--- src/rtl/mem_port_arbiter_pkg.sv ---
// mem_port_arbiter_pkg: shared state encodings, requester ids and default sizes
package mem_port_arbiter_pkg;
    typedef enum logic [1:0] {
        IDLE    = 2'd0,
        BUSY_IF = 2'd1,
        BUSY_D  = 2'd2,
        RESP    = 2'd3
    } state_t;
    typedef enum logic [1:0] {
        REQ_NONE = 2'd0,
        REQ_IF   = 2'd1,
        REQ_D    = 2'd2
    } req_id_t;
    localparam int DEF_ADDR_W       = 16;
    localparam int DEF_DATA_W       = 16;
    localparam int DEF_STARVE_LIMIT = 4;
endpackage

--- src/rtl/arb_starve_counter.sv ---
// arb_starve_counter: saturating count of data grants taken while a fetch waits
module arb_starve_counter #(
    parameter int LIMIT = 4
) (
    input  logic clk,
    input  logic rst,
    input  logic inc,
    input  logic clr,
    output logic at_limit
);
    localparam int W = $clog2(LIMIT + 1);
    logic [W-1:0] cnt;
    assign at_limit = cnt == W'(LIMIT);
    always_ff @(posedge clk or negedge rst)
        if (!rst) cnt <= '0;
        else if (clr) cnt <= '0;
        else if (inc && !at_limit) cnt <= cnt + W'(1);
endmodule

--- src/rtl/mem_port_arbiter.sv ---
// mem_port_arbiter: shares one memory port between fetch and data paths,
// data first, with fetch forced after STARVE_LIMIT consecutive data grants.
module mem_port_arbiter
    import mem_port_arbiter_pkg::*;
#(
    parameter int ADDR_W       = DEF_ADDR_W,
    parameter int DATA_W       = DEF_DATA_W,
    parameter int STARVE_LIMIT = DEF_STARVE_LIMIT
) (
    input  logic              clk,
    input  logic              rst,
    input  logic              if_req,
    input  logic [ADDR_W-1:0] if_addr,
    output logic              if_gnt,
    output logic [DATA_W-1:0] if_rdata,
    output logic              if_valid,
    output logic              if_stall,
    input  logic              d_req,
    input  logic              d_we,
    input  logic [ADDR_W-1:0] d_addr,
    input  logic [DATA_W-1:0] d_wdata,
    output logic              d_gnt,
    output logic [DATA_W-1:0] d_rdata,
    output logic              d_valid,
    output logic              mem_en,
    output logic              mem_we,
    output logic [ADDR_W-1:0] mem_addr,
    output logic [DATA_W-1:0] mem_wdata,
    input  logic [DATA_W-1:0] mem_rdata,
    input  logic              mem_ready
);
    state_t state, next;
    logic arb, busy, done, pick_d, pick_if, at_limit;

    assign arb     = state == IDLE || state == RESP;
    assign busy    = state == BUSY_IF || state == BUSY_D;
    assign done    = busy && mem_ready;
    assign pick_d  = arb && d_req && !(if_req && at_limit);
    assign pick_if = arb && if_req && !pick_d;
    assign if_stall = if_req & ~if_valid;

    arb_starve_counter #(.LIMIT(STARVE_LIMIT)) u_starve (
        .clk(clk),
        .rst(rst),
        .inc(pick_d && if_req),
        .clr(arb && (pick_if || !if_req)),
        .at_limit(at_limit)
    );

    always_ff @(posedge clk or negedge rst)
        if (!rst) state <= IDLE;
        else state <= next;

    always_comb begin
        next = state;
        if (arb) next = pick_d ? BUSY_D : pick_if ? BUSY_IF : IDLE;
        else if (done) next = RESP;
    end

    always_ff @(posedge clk or negedge rst)
        if (!rst) begin
            if_gnt    <= 1'b0;
            d_gnt     <= 1'b0;
            if_valid  <= 1'b0;
            d_valid   <= 1'b0;
            mem_en    <= 1'b0;
            mem_we    <= 1'b0;
            mem_addr  <= '0;
            mem_wdata <= '0;
            if_rdata  <= '0;
            d_rdata   <= '0;
        end else begin
            if_gnt   <= pick_if;
            d_gnt    <= pick_d;
            if_valid <= done && state == BUSY_IF;
            d_valid  <= done && state == BUSY_D;
            if (pick_d || pick_if) begin
                mem_en   <= 1'b1;
                mem_we   <= pick_d && d_we;
                mem_addr <= pick_d ? d_addr : if_addr;
                if (pick_d) mem_wdata <= d_wdata;
            end else if (done) begin
                mem_en <= 1'b0;
                mem_we <= 1'b0;
            end
            // stores leave the load-data register untouched
            if (done && state == BUSY_IF) if_rdata <= mem_rdata;
            if (done && state == BUSY_D && !mem_we) d_rdata <= mem_rdata;
        end
endmodule
--- config.mk ---
export PLATFORM = sky130hd
export DESIGN_NAME = mem_port_arbiter
export DESIGN_NICKNAME = d
export VERILOG_FILES = /design/src/rtl/mem_port_arbiter_pkg.sv /design/src/rtl/arb_starve_counter.sv /design/src/rtl/mem_port_arbiter.sv
export SDC_FILE = /design/constraint.sdc
export NUM_CORES = 1
export LEC_CHECK = 0
export BUFFER_PORTS_ARGS = -buffer_cell sky130_fd_sc_hd__buf_2
export CAP_MARGIN = 10
export CORE_ASPECT_RATIO = 1.75
export CORE_MARGIN = 2
export CORE_UTILIZATION = 51
export CTS_CLUSTER_DIAMETER = 40
export DETAILED_ROUTE_END_ITERATION = 12
export GPL_ROUTABILITY_DRIVEN = 1
export PLACE_DENSITY = 0.89
export SLEW_MARGIN = 10
export SYNTH_ARGS = -nofsm -noshare
export SYNTH_HDL_FRONTEND = slang
export SYNTH_HIERARCHICAL = 1
export SYNTH_SLANG_ARGS = --single-unit
--- constraint.sdc ---
create_clock -name clk -period 4.3 [get_ports clk]
set_input_delay 0.43 -clock clk [delete_from_list [all_inputs] [get_ports clk]]
set_output_delay 0.43 -clock clk [all_outputs]
set_load 0.005 [all_outputs]
==> flow_summary_export.csv <==
group,metric,value,unit
setup_path,cp.required,4.54,ns
power_and_ir_drop,p_leak,2.00,nW
power_and_ir_drop,power_frac_seq,40.4,%
setup_path,criticalPathCategory,"reg -> reg",
yosys,synth_top_cell_by_area,"dfrtp_1",
setup_path,worstSetupEndpointType,"flip-flop",
global_routing,grt_antenna_before_repair,0,
yosys,synth_flop_cell,"dfrtp_1",
floorplan,pin_count,141,
routing,postRouteAntennaNets,0,
global_routing,grt_pass1_vias,2545,
clocking,cts-root-buf,"clkbuf_8",
global_routing,grt_max_degree,76,
power_and_ir_drop,p_comb_share,42.3,%
setup_path,crit_fanout,24,
floorplan,die_area,0.00698,mm²
yosys,synth.net_count,322,
setup_path,r2r-end,"mem_wdata[12]$_DFFE_PN0P_",
routing,route.detailed.drc,0,
yosys,ys_warn_count,6,
global_routing,grtUsageTotal,22.5,%
sta,fmax,0.329,GHz
routing,viasPerCell,5.42,
yosys,synthCells,248,
yosys,synthArstFlopShare,100,%
floorplan,core_area,0.00613,mm²
setup_path,endpoint,"mem_wdata[12]$_DFFE_PN0P_",
power_and_ir_drop,p_sw,1.03,mW
floorplan,die_w,64,µm
final_layout,n_antenna_cell,0,
yosys,seq_area_frac_synth,58.4,%
yosys,synth.area.top_cells,"dfrtp_1, mux2_2, mux2_4, o2111ai_1, a31oi_1",
routing,wire_per_inst,16.4,µm
floorplan,start_util,52.4,%
yosys,ys_ff_latch,75,
clocking,ctsHoldBuffers,0,
sta,max_slew.worst_pin.slew,1.06,ns
power_and_ir_drop,p_per_area,737,mW/mm²
power_and_ir_drop,ir_worst_vdd,0.000418,V
setup_path,start_kind,"flip-flop",
power_and_ir_drop,clkPwrFrac,17.2,%
setup_path,r2r_slack,1.26,ns
placement,dp_hpwl,5.62,mm
power_and_ir_drop,report.power.total,3.03,mW
setup_path,ff2ff_path_depth,5,
clocking,cts_setup_buffers,0,
placement,placed_cells,450,
yosys,yosysMostFrequentCell,"dfrtp_1",
clocking,clockBufferDepth,2,
floorplan,fp-row-count,38,
sta,max-slew-margin-rel,29.0,%
final_layout,area_delta_synth_final,28.0,%
flow_run,cap_violations,0,
final_layout,final_nets,455,
routing,vias,2528,
routing,drtPass1Iterations,4,
sta,setup_tns,0,ns
run_status,status,"complete, no violations",
sta,hold_viol,0,
final_layout,fin_cells,466,
global_routing,grt_pass1_wl,11.9,mm
yosys,syn_area,0.00321,mm²
placement,place.gp.congestion,0.777,
placement,port_buffers,140,
yosys,postSynthAreaPerCell,13.0,µm²
setup_path,worstPathCellList,"inv_1, ha_1, nand2_1, nor2_2, mux2_2",
yosys,synth.top_cell.area_share,58.4,%
routing,drt-total-wl,7.64,mm
floorplan,die_h,109,µm
yosys,yosys-top-cells-count,"dfrtp_1, mux2_2, nor2_1",
power_and_ir_drop,power.share.switching,34.1,%
clocking,clk_latency,0.34,ns
sta,final-setup-viol-count,0,
setup_path,slowest_delay,0.80,ns
sta,finalCriticalPeriod,3.04,ns
clocking,htree_levels,3,
sta,clock_skew,0.00679,ns
sta,maxSlewViolCount,0,
clocking,clock_sinks,75,
setup_path,crit_start,"state[0]$_DFFE_PN0P_",
final_layout,final_util,67.1,%
final_layout,drive_gt1_share,53.9,%
worst_hold_path,min_path_type,"in -> async",
setup_path,slowest_stage,"nor2_2",
clocking,cts_tree,"yes",
sta,rsz0062_at_grt,"false",
clocking,cts_resized,0,
sta,min_period_over_period,70.6,%
final_layout,nFillCells,497,
power_and_ir_drop,p_int,2.00,mW
yosys,synth-edff-count,0,
routing,drt-initial-drc-count,112,
setup_path,arrival,3.27,ns
setup_path,reg2reg_from,"state[0]$_DFFE_PN0P_",
global_routing,grt-ovfl-total,0,
clocking,clk_pin_slew_worst_paths,0.08,ns
clocking,cts_made_buffers,9,
yosys,synth_cell_types,28,
[layer usage]
metal	GRT usage [%]	part of all wire (%)
met5	0	0
met4	13.5	3.7
met3	5.88	5.4
met2	38.7	54
met1	24.7	37
[power groups by stage]
stage	combinational [mW]	clock [mW]	sequential, mW
5_1_grt	1.41	0.566	1.27
2_1_floorplan	0.775	0	1.26
3_5_place_dp	1.30	0	1.24
4_1_cts	1.30	0.534	1.23
6_report	1.28	0.522	1.23
3_3_place_gp	1.25	0	1.22
[logic make-up after synthesis]
group | synth area share, %
adder cells (fa/ha/maj) | 1.56
AO/OA/AOI/OAI | 11.7
buffers and inverters | 4.13
flip-flops | 58.4
multiplexers | 18.8
AND/OR/NAND/NOR | 5.41
[state kept, by name (all words and copies together), names as in the netlist, 2 cells and up]
signal / count
state: 2
mem_wdata: 16
d_rdata: 16
u_starve/cnt: 3
mem_addr: 16
if_rdata: 16
[worst min path at each step]
stage,startpoint,cells past startpoint,slack [ns],endpoint
after floorplan,rst,0,0.13,d_gnt$_DFF_PN0_
after global placement,mem_en$_DFFE_PN0P_,1,0.46,mem_en$_DFFE_PN0P_
after detailed placement,mem_en$_DFFE_PN0P_,1,0.47,mem_en$_DFFE_PN0P_
after CTS,rst,1,0.24,if_rdata[5]$_DFFE_PN0P_
after global routing,rst,1,0.28,if_rdata[5]$_DFFE_PN0P_
final,rst,1,0.22,d_rdata[4]$_DFFE_PN0P_
[worst max-delay path, delay by kind of cell (launching register included)]
family                   cells  cell delay [ns]
adder cells (fa/ha/maj)      1             0.72
buffers and inverters        1             0.05
flip-flops                   1             0.38
multiplexers                 1             0.42
AND/OR/NAND/NOR              2             1.35
[layout by cell type (no fill, tap or decap)]
cell	synthesis	routed
nor2b_2	0	1
ha_1	4	4
a31oi_1	16	16
o2111ai_1	16	16
nand2b_1	3	3
clkbuf_8	0	13
nor2_1	21	21
inv_1	7	7
nor3_1	3	3
o2bb2ai_1	1	1
nor2_2	1	1
clkinv_2	0	2
o21ai_0	17	17
buf_2	4	139
a21o_1	1	1
clkinv_1	1	1
a21boi_2	1	1
mux2_2	38	38
nor2b_1	2	1
and3b_1	1	1
buf_4	0	1
and2_1	2	2
inv_6	0	1
mux2_4	11	11
and4b_1	1	1
dfrtp_1	75	75
o21a_1	1	1
o22ai_1	1	1
a21oi_1	2	2
mux2i_1	1	1
nand2_1	3	3
[area by class of cell]
class | instances | area (µm²) | share of cell area [%]
Timing Repair Buffer | 140 | 703 | 17.1
Inverter | 8 | 30.0 | 0.730
Tap cell | 80 | 100 | 2.43
Sequential cell | 75 | 1880 | 45.6
Multi-Input combinational cell | 147 | 1210 | 29.3
Clock inverter | 3 | 18.8 | 0.456
Clock buffer | 13 | 179 | 4.35
[through the flow]
stage	instance area, µm²	hold slack (ns)	setup slack [ns]
2_1_floorplan	3210	0.134	2.25
3_3_place_gp	3920	0.456	1.37
3_5_place_dp	3920	0.471	1.26
4_1_cts	4110	0.244	1.25
5_1_grt	4110	0.278	1.08
6_report	4110	0.221	1.26
Note: power is estimated with default switching activity, not from simulation.
